===== src/rtl/ctrl_pipe_if.sv =====
// ---------------------------------------------------------------------------
// ctrl_pipe_if -- bundle between the ID stage / datapath and ctrl_pipe.
//
// Signals:
//   id_valid     ID holds a real instruction            (master -> slave)
//   id_instr     32-bit instruction in ID               (master -> slave)
//   stall        external freeze, e.g. memory wait      (master -> slave)
//   flush        kill the instruction entering stage 0  (master -> slave)
//   id_ctrl      combinational decode of id_instr       (slave -> master)
//   stage_ctrl   registered control words, stage k at
//                [k*CTRL_W +: CTRL_W]                   (slave -> master)
//   hazard_stall load-use hazard, IF/ID must hold       (slave -> master)
//   id_ready     !stall && !hazard_stall                (slave -> master)
//
// master = pipeline front end / datapath, slave = ctrl_pipe.
// ---------------------------------------------------------------------------
interface ctrl_pipe_if #(
  parameter int STAGES = 3
);
  localparam int CTRL_W = 28;

  logic                     id_valid;
  logic [31:0]              id_instr;
  logic                     stall;
  logic                     flush;
  logic [CTRL_W-1:0]        id_ctrl;
  logic [STAGES*CTRL_W-1:0] stage_ctrl;
  logic                     hazard_stall;
  logic                     id_ready;

  modport master (
    output id_valid, id_instr, stall, flush,
    input  id_ctrl, stage_ctrl, hazard_stall, id_ready
  );

  modport slave (
    input  id_valid, id_instr, stall, flush,
    output id_ctrl, stage_ctrl, hazard_stall, id_ready
  );
endinterface


===== src/rtl/ctrl_pipe.sv =====
// ---------------------------------------------------------------------------
// ctrl_pipe -- pipelined MIPS control unit.
//
// Decodes the instruction in ID into a 28-bit control word and carries it
// through STAGES registered stages (0 = EX, 1 = MEM, 2 = WB, ...). Stall,
// flush and the load-use bubble are handled here so the datapath only
// consumes the per-stage taps.
//
// Ports:
//   clk           system clock, rising edge
//   reset         synchronous, active-high
//   bus           ctrl_pipe_if.slave (id_valid, id_instr, stall, flush in;
//                 id_ctrl, stage_ctrl, hazard_stall, id_ready out)
//   illegal_seen  sticky illegal-instruction flag (only with
//                 CTRL_ILLEGAL_TRAP_EN defined)
//
// Optional feature macro: CTRL_ILLEGAL_TRAP_EN
//   defined   : unknown opcode / R-type funct decodes to a word carrying only
//               valid and illegal; illegal_seen sets when such a word enters
//               the last stage and holds until reset.
//   undefined : unknown encodings decode as a plain R-type, illegal bit is 0.
//
// Control word: [27] valid [26:22] dst [21] RegWrite [20] MemRead
//   [19] MemWrite [18] ALUSrcA [17] ALUSrcB [16] ExtOp [15] LuiOp
//   [14:13] Jump [12:11] MemtoReg [10:9] RegDst [8:7] PCSource
//   [6:4] ALUOp [3:1] Branch [0] illegal. All-zero word = bubble.
// STAGES legal range is 1..4.
// ---------------------------------------------------------------------------
module ctrl_pipe #(
  parameter int STAGES = 3
) (
  input  logic        clk,
  input  logic        reset,
  ctrl_pipe_if.slave  bus
`ifdef CTRL_ILLEGAL_TRAP_EN
  ,
  output logic        illegal_seen
`endif
);
  localparam int CTRL_W = 28;

  // Instruction fields
  logic [5:0] opcode;
  logic [4:0] rs;
  logic [4:0] rt;
  logic [4:0] rd;
  logic [5:0] funct;
  logic       unusedShamt;

  assign opcode      = bus.id_instr[31:26];
  assign rs          = bus.id_instr[25:21];
  assign rt          = bus.id_instr[20:16];
  assign rd          = bus.id_instr[15:11];
  assign funct       = bus.id_instr[5:0];
  assign unusedShamt = ^bus.id_instr[10:6];

  // Decoded fields
  logic       regWrite, memRead, memWrite, aluSrcA, aluSrcB, extOp, luiOp;
  logic       illegal, readsRt;
  logic [1:0] jump, memtoReg, regDst, pcSource;
  logic [2:0] aluOp, branch;
  logic [4:0] dst;
  logic [CTRL_W-1:0] idCtrl;

  always_comb begin
    regWrite = 1'b0;
    memRead  = 1'b0;
    memWrite = 1'b0;
    aluSrcA  = 1'b0;
    aluSrcB  = 1'b0;
    extOp    = 1'b1;
    luiOp    = 1'b0;
    illegal  = 1'b0;
    jump     = 2'b00;
    memtoReg = 2'b00;
    regDst   = 2'b00;
    pcSource = 2'b00;
    aluOp    = 3'b000;
    branch   = 3'b000;
    dst      = 5'd0;
    idCtrl   = '0;

    case (opcode)
      6'h23: begin regWrite = 1'b1; memRead = 1'b1; memtoReg = 2'b01; aluSrcB = 1'b1; end
      6'h2b: begin memWrite = 1'b1; aluSrcB = 1'b1; end
      6'h0f: begin regWrite = 1'b1; luiOp = 1'b1; memtoReg = 2'b11; aluSrcB = 1'b1; end
      6'h08, 6'h09: begin regWrite = 1'b1; aluSrcB = 1'b1; end
      6'h0c: begin regWrite = 1'b1; aluSrcB = 1'b1; aluOp = 3'b011; extOp = 1'b0; end
      6'h0a, 6'h0b: begin regWrite = 1'b1; aluSrcB = 1'b1; aluOp = 3'b100; end
      6'h04: begin aluOp = 3'b001; branch = 3'b001; end
      6'h05: begin aluOp = 3'b001; branch = 3'b010; end
      6'h06: begin aluOp = 3'b001; branch = 3'b011; end
      6'h07: begin aluOp = 3'b001; branch = 3'b100; end
      6'h01: begin aluOp = 3'b001; branch = 3'b101; end
      6'h02: begin jump = 2'b01; pcSource = 2'b01; end
      6'h03: begin
        jump = 2'b01; pcSource = 2'b01;
        regWrite = 1'b1; regDst = 2'b10; memtoReg = 2'b10;
      end
      6'h00: begin
        regWrite = 1'b1; regDst = 2'b01; aluOp = 3'b010;
        case (funct)
          6'h00, 6'h02, 6'h03: aluSrcA = 1'b1;
          6'h08: begin regWrite = 1'b0; jump = 2'b10; pcSource = 2'b10; end
          6'h09: begin jump = 2'b10; pcSource = 2'b10; regDst = 2'b10; memtoReg = 2'b10; end
          6'h20, 6'h21, 6'h22, 6'h23, 6'h24, 6'h25, 6'h26, 6'h27,
          6'h2a, 6'h2b: ;
          default: begin
`ifdef CTRL_ILLEGAL_TRAP_EN
            illegal = 1'b1;
`endif
          end
        endcase
      end
      default: begin
`ifdef CTRL_ILLEGAL_TRAP_EN
        illegal = 1'b1;
`else
        regWrite = 1'b1; regDst = 2'b01; aluOp = 3'b010;
`endif
      end
    endcase

    case (regDst)
      2'b00:   dst = rt;
      2'b01:   dst = rd;
      2'b10:   dst = 5'd31;
      default: dst = 5'd0;
    endcase
    if (!regWrite) dst = 5'd0;

    idCtrl = {1'b1, dst, regWrite, memRead, memWrite, aluSrcA, aluSrcB, extOp,
              luiOp, jump, memtoReg, regDst, pcSource, aluOp, branch, illegal};
    // An illegal word keeps only valid and the illegal flag.
    if (illegal) idCtrl = {1'b1, 26'd0, 1'b1};
    if (!bus.id_valid) idCtrl = '0;
  end

  // rt is a source only for R-type, sw, beq and bne.
  assign readsRt = (opcode == 6'h00) || (opcode == 6'h2b) ||
                   (opcode == 6'h04) || (opcode == 6'h05);

  // Pipeline state
  logic [CTRL_W-1:0] stageReg  [STAGES];
  logic [CTRL_W-1:0] stageNext [STAGES];
  logic [STAGES*CTRL_W-1:0] stagePacked;
  logic [4:0] s0Dst;
  logic       hazard;

  assign s0Dst  = stageReg[0][26:22];
  assign hazard = stageReg[0][27] && stageReg[0][20] && (s0Dst != 5'd0) &&
                  ((s0Dst == rs) || ((s0Dst == rt) && readsRt));

  // Stage 0: a stall holds it unless flush kills it; otherwise a flush,
  // hazard or empty ID inserts a bubble.
  always_comb begin
    stageNext[0] = stageReg[0];
    if (bus.stall) begin
      if (bus.flush) stageNext[0] = '0;
    end else if (bus.flush || hazard || !bus.id_valid) begin
      stageNext[0] = '0;
    end else begin
      stageNext[0] = idCtrl;
    end
  end

  generate
    for (genvar gi = 1; gi < STAGES; gi++) begin : g_shift
      assign stageNext[gi] = bus.stall ? stageReg[gi] : stageReg[gi-1];
    end
    for (genvar gi = 0; gi < STAGES; gi++) begin : g_pack
      assign stagePacked[gi*CTRL_W +: CTRL_W] = stageReg[gi];
    end
  endgenerate

  always_ff @(posedge clk) begin
    if (reset) begin
      for (int k = 0; k < STAGES; k++) stageReg[k] <= '0;
    end else begin
      for (int k = 0; k < STAGES; k++) stageReg[k] <= stageNext[k];
    end
  end

`ifdef CTRL_ILLEGAL_TRAP_EN
  // Sets on the same edge the illegal word lands in the last stage.
  logic illegalSeenReg;
  always_ff @(posedge clk) begin
    if (reset) illegalSeenReg <= 1'b0;
    else if (stageNext[STAGES-1][0]) illegalSeenReg <= 1'b1;
  end
  assign illegal_seen = illegalSeenReg;
`endif

  assign bus.id_ctrl      = idCtrl;
  assign bus.stage_ctrl   = stagePacked;
  assign bus.hazard_stall = hazard;
  assign bus.id_ready     = !bus.stall && !hazard;
endmodule

===== src/flat_wrapper.sv =====
// flat-port wrapper written by rule: the top's interface ports become plain ports
module ctrl_pipe_flat 
#(
  parameter int STAGES = 3
)
  (clk, reset, bus_id_valid, bus_id_instr, bus_stall, bus_flush, bus_id_ctrl, bus_stage_ctrl, bus_hazard_stall, bus_id_ready);
  ctrl_pipe_if #(.STAGES(STAGES)) bus_i ();
  input  logic clk;
  input  logic reset;
  input wire logic [$bits(bus_i.id_valid)-1:0] bus_id_valid;
  input wire logic [$bits(bus_i.id_instr)-1:0] bus_id_instr;
  input wire logic [$bits(bus_i.stall)-1:0] bus_stall;
  input wire logic [$bits(bus_i.flush)-1:0] bus_flush;
  output wire logic [$bits(bus_i.id_ctrl)-1:0] bus_id_ctrl;
  output wire logic [$bits(bus_i.stage_ctrl)-1:0] bus_stage_ctrl;
  output wire logic [$bits(bus_i.hazard_stall)-1:0] bus_hazard_stall;
  output wire logic [$bits(bus_i.id_ready)-1:0] bus_id_ready;
  assign bus_i.id_valid = bus_id_valid;
  assign bus_i.id_instr = bus_id_instr;
  assign bus_i.stall = bus_stall;
  assign bus_i.flush = bus_flush;
  assign bus_id_ctrl = bus_i.id_ctrl;
  assign bus_stage_ctrl = bus_i.stage_ctrl;
  assign bus_hazard_stall = bus_i.hazard_stall;
  assign bus_id_ready = bus_i.id_ready;
  ctrl_pipe #(.STAGES(STAGES)) u_core (.clk(clk), .reset(reset), .bus(bus_i));
endmodule

===== config.mk =====
export PLATFORM = sky130hd
export DESIGN_NAME = ctrl_pipe_flat
export DESIGN_NICKNAME = d
export VERILOG_FILES = /design/src/rtl/ctrl_pipe_if.sv /design/src/rtl/ctrl_pipe.sv /design/src/flat_wrapper.sv
export SDC_FILE = /design/constraint.sdc
export NUM_CORES = 1
export LEC_CHECK = 0
export ABC_AREA = 1
export CAP_MARGIN = 5
export CORE_UTILIZATION = 38
export CTS_CLUSTER_SIZE = 25
export DETAILED_ROUTE_END_ITERATION = 10
export PLACE_DENSITY = 0.73
export SETUP_SLACK_MARGIN = 0.05
export SYNTH_ARGS = -nofsm -noshare
export SYNTH_HDL_FRONTEND = slang
export SYNTH_SLANG_ARGS = --single-unit
export TNS_END_PERCENT = 30

===== constraint.sdc =====
create_clock -name clk -period 2.8 [get_ports clk]
set_input_delay 0.84 -clock clk [delete_from_list [all_inputs] [get_ports clk]]
set_output_delay 0.84 -clock clk [all_outputs]
set_load 0.03 [all_outputs]

==> flow_summary.toml <==
[timing]
period_needed_ps = 3065
slew_violations = 0
post-route-period-util_pct = 109.5
rsz0062_at_grt = "true"
tns_ps = -2245
setup_viol = 17
setup_slack_ps = -264.6
skew_ps = 7.139
worst_slew_pin_slew_ps = 532.9
hold_viol = 0
maxSlewHeadroom_pct = 64.47
max_freq_ghz = 0.3263

[critical_path]
cp_max_fo = 7
critPathTopFamily = "simple AND/OR/NAND/NOR gates"
critPathKind = "in2out"
crit_buf_inv = 2
worst_setup_path_end_kind = "output pin"
critPathArrivalTime_ps = 2220
max_stage_delay_ps = 230
cp-start-kind = "input pin"
cp_cell_sequence = "buf_4 -> nor2_4 -> nand2_1 -> nor2_1 -> nor2_2 -> nand3_4 -> nand3_2 -> a21oi_2 -> buf_6"
cp_slowest_cell = "nor2_1"
required_ps = 1960

[final_layout]
final_area_um2 = 6175
drive_gt1_share_pct = 32.21
final_cells = 820
largestRegisters = "u_core.stageReg: 75 flops"
fin_nets = 743
area_growth_pct = 77.39
final_cell_mix = "nand2_1 (161), buf_4 (91), clkdlybuf4s50_1 (89)"
final_common_cell = "nand2_1"
top_register = "u_core.stageReg"
largest_reg_flops = 75

[clocking]
clock-sinks = 75
cts_tree = "built"
cts_buffer_depth = 2
clock_latency_ps = 340
cts-root-buf = "clkbuf_8"
cts_max_level = 3
numCtsBuffers = 9
clk_pin_slew_ps = 80

[outcome]
violations = "design-rule violations, negative setup slack"
outcome = "finished with violations"

[placement]
placed_cell_area_um2 = 5403
hpwl_um = 7972
place_congestion = 0.8610
io_buffers = 141
place_ws_ps = -735.6
dp.cells = 786

[floorplan]
fp-row-count = 34
die_area_um2 = 9547
core_um2 = 8806
die_y_um = 97.71
num_io_pins = 151
die_w_um = 97.71
initial_core_util_pct = 39.53

[power_and_ir_drop]
p_per_area_nw_per_um2 = 408.8
p_leak_nw = 2.540
ir_drop_uv = 201.9

[min_path]
hold_class = "reg2reg"

[yosys]
yosys_warnings = 0
synth_seq_area_share_pct = 43.13
syn_inst = 504
syn_avg_cell_area_um2 = 6.906
synth.distinct_cells = 31
netlist_area_um2 = 3481
ys_ff_latch = 75

[global_route]
antenna_found_initial = 0
track_usage_pct = 23.59
gr-total-overflow = 0
grt_pass1_wl_um = 18210
grt_pass1_vias = 3792
grt_max_degree = 76

[route]
first_pass_iters = 7
ant_nets = 0
drt_iter0_drc = 227
drc = 36
via_count = 4024
routedWlPerCell_um = 14.06
vias_per_cell = 4.907
routed_wl_um = 11530

[run]
cap_violations = 0
[cells by family after synthesis]
group,after synthesis,synth area share (%)
flops,75,43.13
buf+inv,74,9.813
compound gates,94,14.13
simple gates,254,31.31
xor+xnor,6,1.510
other cells,1,0.1077
[timing repair]
action                                  4_1_cts  5_1_grt
pin swaps                                    29       22
buffers inserted                             12        5
endpoints found under the setup margin       28       26
resized for setup                           115       51
hold buffers                                  0        0
cloned                                        0        0
[through the flow]
stage	hold slack [ps]	utilization, %	power, mW
floorplan	594.2	-	1.319
global placement	451.2	61.35	1.497
detailed placement	455.1	61.35	1.501
CTS	467.5	67.63	2.513
global route	485.1	70.09	2.632
finish	465.8	70.12	2.524
[worst min-delay path, delay by kind of cell (launching register included)]
| family | cells | cell delay [ps] |
|---|---|---|
| DFF | 1 | 310 |
| AOI/OAI and AO/OA | 1 | 50 |
| and+or+nand+nor | 1 | 60 |
[routing by layer]
metal | wire, um | GRT usage [%] | vias up
met5 | 0 | 0 | -
met4 | 326 | 9.441 | 0
met3 | 570 | 4.532 | 24
met2 | 5825 | 40.59 | 128
met1 | 4808 | 28.99 | 1866
li1 | - | - | 2006
[cells in the mapped netlist (all sizes together)]
master	instances	area share (%)
nand2	182	20
a21oi	83	12
dfxtp	75	43
inv	36	3.9
nor2	36	4.9
nand3	26	4.4
buf	20	4.0
clkbuf	17	1.8
nor3	6	0.86
a211oi	4	0.86
o21ai	4	0.58
xnor2	4	1.0
nor4	2	0.36
o31ai	2	0.43
xor2	2	0.50
clkinv	1	0.11
conb	1	0.11
nand4	1	0.18
o211ai	1	0.22
or2	1	0.18
[area by class of cell]
cell class | instances | area, um2
clock buffers | 9 | 123.9
fillers | 695 | 2631
inverters | 37 | 158.9
repair buffers | 225 | 2076
flip-flops and latches | 75 | 1501
diodes | 1 | 2.502
multi-input cells | 358 | 2061
clock inverters | 7 | 116.4
well taps | 108 | 135.1
[path summary, 6_finish.rpt]
check / from / cells past startpoint / slack (ps) / to
worst max-delay path: bus_id_instr[29] / 9 / -260 / bus_id_ctrl[22]
worst min-delay path: u_core.stageReg[0][76]$_SDFFE_PP0N_ / 2 / 470 / u_core.stageReg[0][76]$_SDFFE_PP0N_
worst max register to register: u_core.stageReg[0][24]$_SDFFE_PP0P_ / 14 / 930 / u_core.stageReg[0][25]$_SDFFE_PP0P_
worst min register to register: u_core.stageReg[0][76]$_SDFFE_PP0N_ / 2 / 470 / u_core.stageReg[0][76]$_SDFFE_PP0N_
[where the power goes]
part	switching [mW]	internal, mW	total (mW)
combinational	0.262	0.195	0.457
clock	0.392	0.590	0.982
sequential	0.00940	1.08	1.09
total	0.664	1.86	2.52
No activity file was read; power rests on OpenSTA's default activity.
